`src/rtl/car_pkg.sv`:
```
// Shared car sprite constants, tag type and orientation helper.
package car_pkg;

   localparam int unsigned SPRITE_W    = 75;
   localparam int unsigned SPRITE_H    = 75;
   localparam int unsigned SHEET_W     = 600;
   localparam int unsigned BANK_OFFSET = 45000;
   localparam int unsigned ROM_DEPTH   = 90000;

   localparam int unsigned DEG_W    = 9;
   localparam int unsigned XY_W     = 10;
   localparam int unsigned ADDR_W   = 17;
   localparam int unsigned ORIENT_W = 4;
   localparam int unsigned ORIENT_N = 16;
   localparam int unsigned DEG_FULL = 360;
   // 16 orientations over 360 degrees: orient = floor(2*degree/45)
   localparam int unsigned DEG_STEP2 = 45;

   localparam int unsigned CAR_DATA_W = 12;
   localparam logic [CAR_DATA_W-1:0] CAR_KEY_COLOR = 12'h0F0;

   typedef struct packed {
      logic valid;
      logic id;
      logic oor;
   } car_tag_t;

   // Headings 360..511 saturate to the last orientation.
   function automatic logic [ORIENT_W-1:0] car_orient(input logic [DEG_W-1:0] degree);
      logic [DEG_W:0] twice;
      twice = {degree, 1'b0};
      if (degree >= DEG_W'(DEG_FULL)) return ORIENT_W'(ORIENT_N - 1);
      return ORIENT_W'(twice / (DEG_W + 1)'(DEG_STEP2));
   endfunction

endpackage

```
`src/rtl/car_addr.sv`:
```
// Maps (degree, x, y) to a sprite-sheet ROM address; out-of-range reads map to 0.
module car_addr
   import car_pkg::*;
(
   input  logic [DEG_W-1:0]  degree,
   input  logic [XY_W-1:0]   x,
   input  logic [XY_W-1:0]   y,
   output logic [ADDR_W-1:0] addr_c,
   output logic              oor_c
);

   logic [ORIENT_W-1:0] orient;

   assign orient = car_orient(degree);

   // Top row holds orientations 0-7, bottom row (bank) holds 8-15.
   always_comb begin
      oor_c  = (x >= XY_W'(SPRITE_W)) || (y >= XY_W'(SPRITE_H));
      addr_c = '0;
      if (!oor_c) begin
         addr_c = (orient[3] ? ADDR_W'(BANK_OFFSET) : '0)
                + ADDR_W'(y) * ADDR_W'(SHEET_W)
                + ADDR_W'(orient[2:0]) * ADDR_W'(SPRITE_W)
                + ADDR_W'(x);
      end
   end

endmodule

```
`src/rtl/car_rom_arbiter.sv`:
```
// Round-robin arbiter sharing the car sprite ROM between two renderers.
// Optional feature macro: CAR_ARB_OPAQUE_EN adds the rd_opaque alpha output.
module car_rom_arbiter
   import car_pkg::*;
#(
   parameter int unsigned         ROM_LAT   = 1,
   parameter int unsigned         DATA_W    = CAR_DATA_W,
   parameter logic [DATA_W-1:0]   KEY_COLOR = DATA_W'(CAR_KEY_COLOR)
) (
   input  logic              clk,
   input  logic              rst_n,
   input  logic              p0_req,
   input  logic [DEG_W-1:0]  p0_degree,
   input  logic [XY_W-1:0]   p0_x,
   input  logic [XY_W-1:0]   p0_y,
   output logic              p0_gnt,
   output logic              p0_rvalid,
   input  logic              p1_req,
   input  logic [DEG_W-1:0]  p1_degree,
   input  logic [XY_W-1:0]   p1_x,
   input  logic [XY_W-1:0]   p1_y,
   output logic              p1_gnt,
   output logic              p1_rvalid,
   output logic [ADDR_W-1:0] rom_addr,
   input  logic [DATA_W-1:0] rom_data,
   output logic [DATA_W-1:0] rd_data
`ifdef CAR_ARB_OPAQUE_EN
   ,
   output logic              rd_opaque
`endif
);

   logic              last_q;
   logic              accept_c;
   logic              gid_c;
   logic [DEG_W-1:0]  deg_mux;
   logic [XY_W-1:0]   x_mux;
   logic [XY_W-1:0]   y_mux;
   logic [ADDR_W-1:0] addr_c;
   logic              oor_c;
   car_tag_t          tag_q [ROM_LAT+1];
   car_tag_t          ret_tag;
   logic [DATA_W-1:0] ret_data_c;

   // Grant: a lone requester wins; under contention the one not served last wins.
   assign p0_gnt   = p0_req && (!p1_req || last_q);
   assign p1_gnt   = p1_req && (!p0_req || !last_q);
   assign accept_c = p0_gnt || p1_gnt;
   assign gid_c    = p1_gnt;

   assign deg_mux = gid_c ? p1_degree : p0_degree;
   assign x_mux   = gid_c ? p1_x      : p0_x;
   assign y_mux   = gid_c ? p1_y      : p0_y;

   car_addr u_car_addr (
      .degree (deg_mux),
      .x      (x_mux),
      .y      (y_mux),
      .addr_c (addr_c),
      .oor_c  (oor_c)
   );

   // Round-robin pointer and ROM address register, updated only on acceptance.
   always_ff @(posedge clk or negedge rst_n) begin
      if (!rst_n) begin
         last_q   <= 1'b1;
         rom_addr <= '0;
      end else if (accept_c) begin
         last_q   <= gid_c;
         rom_addr <= addr_c;
      end
   end

   // Tag pipe tracks each read across the ROM latency; bubbles on idle cycles.
   always_ff @(posedge clk or negedge rst_n) begin
      if (!rst_n) begin
         for (int unsigned i = 0; i <= ROM_LAT; i++) tag_q[i] <= '0;
      end else begin
         tag_q[0] <= '{valid: accept_c, id: gid_c, oor: oor_c};
         for (int unsigned i = 1; i <= ROM_LAT; i++) tag_q[i] <= tag_q[i-1];
      end
   end

   assign ret_tag    = tag_q[ROM_LAT];
   assign ret_data_c = ret_tag.oor ? KEY_COLOR : rom_data;

   // Return stage: register pixel and per-requester valid strobes.
   always_ff @(posedge clk or negedge rst_n) begin
      if (!rst_n) begin
         p0_rvalid <= 1'b0;
         p1_rvalid <= 1'b0;
         rd_data   <= '0;
      end else begin
         p0_rvalid <= ret_tag.valid && !ret_tag.id;
         p1_rvalid <= ret_tag.valid &&  ret_tag.id;
         if (ret_tag.valid) rd_data <= ret_data_c;
      end
   end

`ifdef CAR_ARB_OPAQUE_EN
   // Alpha mask tracks the returned pixel against the key colour.
   always_ff @(posedge clk or negedge rst_n) begin
      if (!rst_n) rd_opaque <= 1'b0;
      else if (ret_tag.valid) rd_opaque <= (ret_data_c != KEY_COLOR);
   end
`endif

endmodule

```
`config.mk`:
```
export PLATFORM = sky130hd
export DESIGN_NAME = car_rom_arbiter
export DESIGN_NICKNAME = d
export VERILOG_FILES = /design/src/rtl/car_pkg.sv /design/src/rtl/car_addr.sv /design/src/rtl/car_rom_arbiter.sv
export SDC_FILE = /design/constraint.sdc
export NUM_CORES = 1
export LEC_CHECK = 0
export ABC_AREA = 1
export CORE_MARGIN = 4
export CORE_UTILIZATION = 35
export DETAILED_ROUTE_END_ITERATION = 10
export GPL_TIMING_DRIVEN = 1
export PLACE_DENSITY = 0.6
export SYNTH_ARGS = -nofsm -noshare
export SYNTH_HDL_FRONTEND = slang
export SYNTH_HIERARCHICAL = 1
export SYNTH_SLANG_ARGS = --single-unit
```
`constraint.sdc`:
```
create_clock -name clk -period 19.64 [get_ports clk]
set_clock_uncertainty 0.15 [all_clocks]
set_input_delay 3.928 -clock clk [delete_from_list [all_inputs] [get_ports clk]]
set_output_delay 3.928 -clock clk [all_outputs]
set_load 0.005 [all_outputs]
```
==> results.json, run 1 <==
{
  "status": "finished clean",
  "h-tree-depth": 2,
  "r2r_cells": 52,
  "drtIter0Drc": 146,
  "ir_worst_vdd_v": 0.00007851,
  "cts_setup_buffers": 0,
  "hp-start": "tag_q[3]$_DFF_PN0_",
  "setup_viol": 0,
  "start_util_pct": 36.21,
  "post-route-period-util_pct": 55.87,
  "yosys-top-cells-count": "nand2_1, inv_1, ha_1",
  "synth_edf_count": 0,
  "cts_inserted_buffers": 5,
  "critPathMostFrequentCell": "nand2_1",
  "grt_usage_pct": 14.48,
  "clk_root_buffer_cell": "clkbuf_16",
  "diodes": 0,
  "r2r-end": "rom_addr[15]$_DFFE_PN0P_",
  "drive_above_1_share_pct": 6.370,
  "wl_mm": 11.57,
  "nets": 1003,
  "relSlewSlack_pct": 45.29,
  "yosysUniqueCellTypes": 34,
  "synth_top_cell_area_share_pct": 18.21,
  "cts_hold_buffers": 0,
  "portBuffers": 106,
  "vias": 4567,
  "drt_pass1_iterations": 4,
  "ant_nets": 0,
  "ys.flop_type": "dfrtp_1",
  "viasPerCell": 4.513,
  "finalSetupTns_ns": 0,
  "clock_path_buffers": 2,
  "hold_path_end": "ret_tag[0]$_DFF_PN0_",
  "clock_sinks": 38,
  "synth_most_common_cell": "nand2_1",
  "path_max_fanout": 30,
  "min_path_cells": 0,
  "critPathRequiredTime_ns": 19.67,
  "antenna_found_initial": 0,
  "synth_nets": 898,
  "syn2layout_area_growth_pct": 28.10,
  "hold_viol_final": 0,
  "hold-worst-slack_ns": 0.1988,
  "reg2reg_from": "last_q$_DFFE_PN1P_",
  "r2r_slack_ns": 12.37,
  "endpoint_kind": "register",
  "dp_hpwl_mm": 9.765,
  "grt_max_degree": 39,
  "ys_ff_latch": 38,
  "io_pins": 107,
  "avgSynthCellArea_um2": 7.004,
  "die_y_um": 128.5,
  "synthTopCellsByArea": "dfrtp_1, ha_1, nand2_1",
  "stdcell_count": 1012,
  "finalPower_mw": 1.076,
  "clk_latency_ns": 0.28,
  "slew_viol_final": 0,
  "worst_pin_slew_ns": 0.8207,
  "core_area_um2": 14040,
  "yosysSeqAreaShare_pct": 18.73,
  "synth_largest_area_cell": "dfrtp_1",
  "cts_tree": "built",
  "dieArea_um2": 16520,
  "drv_cap": 0,
  "grt_pass1_vias": 4483,
  "critPathArrivalTime_ns": 11.00,
  "yosys_warnings": 6,
  "wl_per_cell_um": 11.43,
  "slowest_delay_ns": 0.59,
  "grt_pass1_wl_mm": 20.42,
  "rsz0062_at_grt": "no",
  "power.density_nw_per_um2": 165.2,
  "syn_area_um2": 5085,
  "gp_congestion": 0.8704,
  "rows": 43,
  "syn_inst": 726,
  "drc": 0,
  "crit_type": "in2reg",
  "place_inst": 1004,
  "min_period_ns": 10.97,
  "fmax_mhz": 91.13,
  "ys_async_sr_fraction_pct": 100.0,
  "clk_pin_slew_ns": 0.06,
  "hold_class": "reg2reg",
  "slowest_stage": "clkdlybuf4s50_1",
  "cp-start-kind": "input port",
  "grt-ovfl-total": 0,
  "p_leak_nw": 3.545,
  "cts-resized-gates": 0,
  "die_w_um": 128.5
}
[cell type report]
cell class,instances,area [µm²]
sequential,38,952.2
clock buffer,5,125.1
timing repair buffer,109,1079
clock inverter,3,68.82
fill,1461,7528
multi-input combinational,543,3561
tap,180,225.2
inverter,134,503.0
[where the power goes]
| group | total, mW | switching [mW] | internal [mW] |
|---|---|---|---|
| combinational | 0.887 | 0.525 | 0.362 |
| sequential | 0.0856 | 0.00249 | 0.0831 |
| clock | 0.103 | 0.0306 | 0.0729 |
| total | 1.08 | 0.558 | 0.518 |
[per-stage QoR]
stage	area [µm²]	setup WS, ns	util (%)
6_report	6514	8.666	46.39
5_1_grt	6514	7.698	46.39
4_1_cts	6514	8.643	46.39
3_5_place_dp	6320	8.381	45.01
3_3_place_gp	6320	8.463	45.01
2_1_floorplan	5085	9.825	-
[how the worst max path moves through the flow]
| stage | from | to | slack, ns | cells past startpoint |
|---|---|---|---|---|
| global placement | p1_req | rom_addr[15]$_DFFE_PN0P_ | 8.46 | 51 |
| detailed placement | p1_req | rom_addr[15]$_DFFE_PN0P_ | 8.38 | 51 |
| finish | p1_req | rom_addr[15]$_DFFE_PN0P_ | 8.67 | 51 |
| CTS | p1_req | rom_addr[15]$_DFFE_PN0P_ | 8.64 | 51 |
| floorplan | p0_req | rom_addr[15]$_DFFE_PN0P_ | 9.83 | 49 |
| global route | p0_req | rom_addr[15]$_DFFE_PN0P_ | 7.70 | 53 |
[cell usage in the layout, fill, tap and decap left out]
master,netlist,layout
nand2_2,16,16
clkbuf_16,0,5
or2_2,1,1
nand3_1,34,34
dfstp_2,1,1
and2_1,1,1
inv_1,127,127
clkdlybuf4s50_1,0,105
nand3_2,1,1
a21oi_2,1,1
a21oi_1,30,30
o21ai_0,22,22
nand4_1,19,19
nand2_4,2,2
nor2_4,3,3
clkinv_4,0,1
nor3_1,4,4
o21bai_1,2,2
xnor2_1,7,7
nor4_1,1,1
buf_4,1,3
o211ai_1,1,1
buf_2,7,1
ha_1,72,72
nor2_2,3,3
fa_1,26,26
nand2_1,234,234
nand3b_1,2,2
nor2_8,2,2
bufinv_16,0,2
inv_2,7,7
nand3_4,4,4
nor2_1,42,42
xor2_1,12,12
dfrtp_1,37,37
o21a_1,1,1
[per-layer routing]
| layer | vias up | global-route usage, % | share of wire (%) |
|---|---|---|---|
| li1 | 2469 | - | - |
| met1 | 1981 | 21.00 | 52 |
| met2 | 113 | 23.35 | 41 |
| met3 | 4 | 2.574 | 6.6 |
| met4 | 0 | 1.668 | 0.36 |
| met5 | - | 0 | 0 |
[cell families after synthesis]
family / count (synthesis) / share of synthesized area [%]
and+or+nand+nor: 369 / 32.92
buffers and inverters: 145 / 11.25
adders and majority gates: 98 / 27.95
AOI/OAI and AO/OA: 57 / 5.881
DFF: 38 / 18.73
xor gates and xnor gates: 19 / 3.273
[worst max-delay path: cells and delay by family]
| family | cells | cell delay [ns] |
|---|---|---|
| compound gates | 6 | 0.99 |
| xor+xnor | 1 | 0.16 |
| simple gates | 30 | 2.86 |
| buf+inv | 10 | 1.37 |
| fa+ha+maj | 4 | 1.66 |
[flip-flops by register name, indices dropped and copies added (netlist names)]
signal	count
rom_addr	17
ret_tag	3
p1_rvalid	1
p0_rvalid	1
last_q	1
tag_q	3
rd_data	12
(Power assumes the default switching activity.)
==> run 2: changes to the inputs <==
Clock period 19.64 ns to 10.9 ns, I/O delays scaled along.
==> run 2 against run 1 <==
Sequential power is 80% higher. Worst hold slack better by 0.0038 ns. Wire length is 1.1% higher. Clock power rose by 36%. Largest power group unchanged.
==> results.json, run 2 (same netlist as run 1, synthesis figures left out) <==
{
  "grt_pass1_vias": 4417,
  "hold_path_end": "ret_tag[0]$_DFF_PN0_",
  "clock_path_buffers": 2,
  "min_period_ns": 9.388,
  "clk_latency_ns": 0.28,
  "drc": 0,
  "rsz0062_at_grt": "no",
  "dp_hpwl_mm": 9.950,
  "top_register": "rom_addr",
  "cts_setup_buffers": 0,
  "start_util_pct": 36.21,
  "rows": 43,
  "p_leak_nw": 3.521,
  "antenna_found_initial": 0,
  "critPathMostFrequentCell": "nand2_1",
  "portBuffers": 106,
  "critPathRequiredTime_ns": 10.92,
  "setup_viol": 0,
  "viasPerCell": 4.509,
  "largest_reg_flops": 17,
  "finish.instance_area_um2": 6466,
  "finalSetupTns_ns": 0,
  "reg2reg_from": "last_q$_DFFE_PN1P_",
  "cp-start-kind": "input port",
  "slew_viol_final": 0,
  "power.density_nw_per_um2": 294.2,
  "grt_usage_pct": 14.36,
  "slowest_stage": "clkdlybuf4s50_1",
  "wl_mm": 11.70,
  "hold_class": "reg2reg",
  "post-route-period-util_pct": 86.13,
  "nets": 1003,
  "clk_pin_slew_ns": 0.06,
  "final_cell_mix": "nand2_1, inv_1, clkdlybuf4s50_1",
  "drtIter0Drc": 158,
  "cts_tree": "built",
  "vias": 4563,
  "min_path_cells": 0,
  "use_met3_pct": 2.325,
  "worst_pin_slew_ns": 0.8136,
  "r2r-end": "rom_addr[15]$_DFFE_PN0P_",
  "path_max_fanout": 30,
  "use_met2_pct": 23.02,
  "die_y_um": 128.5,
  "relSlewSlack_pct": 45.76,
  "fmax_mhz": 106.5,
  "die_w_um": 128.5,
  "drt_pass1_iterations": 4,
  "top_usage_layer": "met2",
  "h-tree-depth": 2,
  "diodes": 0,
  "core_area_um2": 14040,
  "ir_worst_vdd_v": 0.0001508,
  "crit_type": "in2reg",
  "grt-ovfl-total": 0,
  "cts_inserted_buffers": 5,
  "syn2layout_area_growth_pct": 27.17,
  "finalPower_mw": 1.902,
  "cts-resized-gates": 0,
  "cts_hold_buffers": 0,
  "critPathArrivalTime_ns": 9.41,
  "r2r_slack_ns": 3.42,
  "clock_sinks": 38,
  "placed_cell_area_um2": 6320,
  "final_common_cell": "nand2_1",
  "final_util_pct": 46.05,
  "drive_above_1_share_pct": 6.370,
  "r2r_cells": 50,
  "dieArea_um2": 16520,
  "endpoint_kind": "register",
  "grt_pass1_wl_mm": 20.25,
  "io_pins": 107,
  "hp-start": "tag_q[3]$_DFF_PN0_",
  "use_met1_pct": 20.81,
  "status": "finished clean",
  "wl_per_cell_um": 11.56,
  "gp_congestion": 0.8493,
  "clk_root_buffer_cell": "clkbuf_16",
  "drv_cap": 0,
  "slowest_delay_ns": 0.51,
  "top_regs": "rom_addr (17), rd_data (12)",
  "ant_nets": 0,
  "grt_max_degree": 39,
  "hold_viol_final": 0
}
-- run 2: layout make-up --
class,count,area [µm²]
clock inverter,3,21.27
timing repair buffer,109,1079
inverter,134,503.0
sequential,38,952.2
multi-input combinational,543,3561
clock buffer,5,125.1
tap,180,225.2
fill,1469,7576
-- run 2: how the worst max path moves through the flow --
stage                     cells after the start                        to  slack (ns)   start
after floorplan                              49  rom_addr[15]$_DFFE_PN0P_        2.83  p0_req
after global placement                       49  rom_addr[16]$_DFFE_PN0P_        1.40  p1_req
after detailed placement                     51  rom_addr[15]$_DFFE_PN0P_        1.27  p1_req
after CTS                                    51  rom_addr[15]$_DFFE_PN0P_        1.53  p0_req
after global routing                         49  rom_addr[15]$_DFFE_PN0P_        0.59  p0_req
final                                        51  rom_addr[15]$_DFFE_PN0P_        1.51  p0_req
-- run 2: report_power, final --
| part | switching [mW] | internal (mW) | total (mW) |
|---|---|---|---|
| combinational | 0.953 | 0.655 | 1.61 |
| clock | 0.0555 | 0.0845 | 0.140 |
| sequential | 0.00457 | 0.150 | 0.154 |
-- run 2: through the flow --
| step | cells | setup WS [ns] | hold slack, ns |
|---|---|---|---|
| final | 1012 | 1.512 | 0.2026 |
| after global routing | 1012 | 0.5869 | 0.2145 |
| after CTS | 1012 | 1.530 | 0.2052 |
| after detailed placement | 1004 | 1.267 | 0.1894 |
| after global placement | 1004 | 1.402 | 0.1815 |
| after floorplan | 726 | 2.833 | 0.1812 |
-- run 2: worst max-delay path, delay by kind of cell --
family,cells,cell delay (ns)
AO/OA/AOI/OAI,5,0.81
XOR/XNOR,1,0.16
adder cells (fa/ha/maj),4,1.66
buffers and inverters,9,1.39
AND/OR/NAND/NOR,32,3.14
-- run 2: metal layers --
layer	share of wire (%)	wire [µm]	up-vias
met1	52	6076	1970
met5	0	0	-
li1	-	-	2480
met4	0.73	85	0
met3	5.7	667	8
met2	42	4868	105
==> run 3: changes to the inputs <==
Settings changed: CORE_MARGIN 4 to 3, CORE_UTILIZATION 35 to 53, PLACE_DENSITY 0.6 to 0.85.
==> run 3 against run 2 <==
Core utilization increased by 23 points. Final cell count decreased by 5.0%. Design area decreased by 1.1%. Via count increased by 6.3%. Combinational power about the same. First-iteration DRC count increased by 12%. Critical path depth increased by 3. Fmax decreased by 1.7%. Worst hold slack improved by 0.0071 ns. Clock power about the same.
==> results.json, run 3 (same netlist as run 1, synthesis figures left out) <==
{
  "wl_per_cell_um": 12.16,
  "clk_root_buffer_cell": "clkbuf_8",
  "critPathMostFrequentCell": "nand2_1",
  "power_frac_comb_pct": 84.6,
  "power_switching_mw": 1.031,
  "vias": 4851,
  "grt_max_degree": 39,
  "hold_class": "reg2reg",
  "slowest_stage": "clkdlybuf4s50_1",
  "top_register": "rom_addr",
  "cts_setup_buffers": 0,
  "r2r_slack_ns": 3.26,
  "rows": 35,
  "gp_congestion": 0.8460,
  "wl_mm": 11.69,
  "reg2reg_from": "last_q$_DFFE_PN1P_",
  "start_util_pct": 54.77,
  "worst_pin_slew_ns": 0.8399,
  "post-route-period-util_pct": 87.60,
  "hold_viol_final": 0,
  "switching_share_pct": 53.46,
  "grt-ovfl-total": 0,
  "io_pins": 107,
  "rsz0062_at_grt": "no",
  "clk_latency_ns": 0.29,
  "relSlewSlack_pct": 44.01,
  "r2r_cells": 53,
  "crit_type": "in2reg",
  "drive_above_1_share_pct": 6.370,
  "final_cell_mix": "nand2_1, inv_1, clkdlybuf4s50_1",
  "top_regs": "rom_addr (17), rd_data (12)",
  "nets": 1003,
  "min_path_cells": 0,
  "syn2layout_area_growth_pct": 25.74,
  "path_max_fanout": 30,
  "hold_path_end": "ret_tag[0]$_DFF_PN0_",
  "ir_worst_vdd_v": 0.0001540,
  "viasPerCell": 5.048,
  "cts-resized-gates": 0,
  "pwr-share-clk_pct": 7.4,
  "critPathArrivalTime_ns": 9.58,
  "status": "finished clean",
  "die_y_um": 104.0,
  "grt_usage_pct": 22.01,
  "p_leak_nw": 3.520,
  "clock_sinks": 38,
  "finish.instance_area_um2": 6394,
  "final_util_pct": 68.87,
  "endpoint_kind": "register",
  "drc": 0,
  "critPathRequiredTime_ns": 10.93,
  "ant_nets": 0,
  "portBuffers": 106,
  "largest_reg_flops": 17,
  "slew_viol_final": 0,
  "grt_pass1_wl_mm": 20.68,
  "hp-start": "tag_q[3]$_DFF_PN0_",
  "cts_tree": "built",
  "internal_power_uw": 897.8,
  "placed_cell_area_um2": 6256,
  "final_common_cell": "nand2_1",
  "cts_inserted_buffers": 5,
  "cts_hold_buffers": 0,
  "drt_pass1_iterations": 5,
  "grt_pass1_vias": 4697,
  "h-tree-depth": 2,
  "drv_cap": 0,
  "clk_pin_slew_ns": 0.08,
  "clock_path_buffers": 2,
  "setup_viol": 0,
  "antenna_found_initial": 0,
  "diodes": 0,
  "fmax_mhz": 104.7,
  "power.density_nw_per_um2": 301.7,
  "min_period_ns": 9.548,
  "core_area_um2": 9284,
  "slowest_delay_ns": 0.53,
  "finalSetupTns_ns": 0,
  "die_w_um": 104.0,
  "r2r-end": "rom_addr[15]$_DFFE_PN0P_",
  "seqPwrFrac_pct": 8.0,
  "dp_hpwl_mm": 9.954,
  "dieArea_um2": 10810,
  "drtIter0Drc": 177,
  "cp-start-kind": "input port"
}
==> run 3: critical path, delay by kind of cell <==
family / cells / cell delay [ns]
xor+xnor: 1 / 0.17
buf+inv: 11 / 1.57
fa+ha+maj: 4 / 1.65
simple gates: 33 / 3.14
compound gates: 5 / 0.86
==> run 3: per-stage QoR <==
step                      hold slack [ns]  std cells  setup WS [ns]  total power [mW]
after floorplan                    0.1812        726          2.833             1.435
after CTS                          0.2075        961          1.423             1.933
final                              0.2096        961          1.352             1.929
after global routing               0.2110        961         0.6190             2.222
after detailed placement           0.1895        953          1.181             1.758
after global placement             0.1845        953          1.554             1.701
==> run 3: power groups by stage <==
stage	registers, mW	clock network [mW]	logic [mW]
2_1_floorplan	0.157	0	1.28
3_3_place_gp	0.156	0	1.54
3_5_place_dp	0.157	0	1.60
4_1_cts	0.154	0.145	1.63
5_1_grt	0.155	0.151	1.92
6_report	0.154	0.142	1.63
==> run 3: how the worst max path moves through the flow <==
stage | endpoint | depth (start not counted) | start | slack, ns
after floorplan | rom_addr[15]$_DFFE_PN0P_ | 49 | p0_req | 2.83
after CTS | rom_addr[15]$_DFFE_PN0P_ | 52 | p0_req | 1.42
after global placement | rom_addr[15]$_DFFE_PN0P_ | 54 | p0_req | 1.55
after detailed placement | rom_addr[15]$_DFFE_PN0P_ | 52 | p0_req | 1.18
after global routing | rom_addr[15]$_DFFE_PN0P_ | 52 | p0_req | 0.62
final | rom_addr[15]$_DFFE_PN0P_ | 54 | p0_req | 1.35
==> run 3: final cells by class <==
type	instances	area [µm²]
flip-flops and latches	38	952.2
multi-input cells	543	3561
fillers	768	2890
clock inverters	3	68.82
repair buffers	109	1079
clock buffers	5	68.82
well taps	129	161.4
inverters	134	503.0
==> run 3: per-layer routing <==
metal / wire (µm) / share of wire (%) / up-vias / track usage [%]
met1: 5311 / 45 / 2205 / 28.97
met4: 110 / 0.94 / 0 / 4.463
li1: - / - / 2474 / -
met5: 0 / 0 / - / 0
met2: 5602 / 48 / 160 / 38.39
met3: 662 / 5.7 / 12 / 3.476
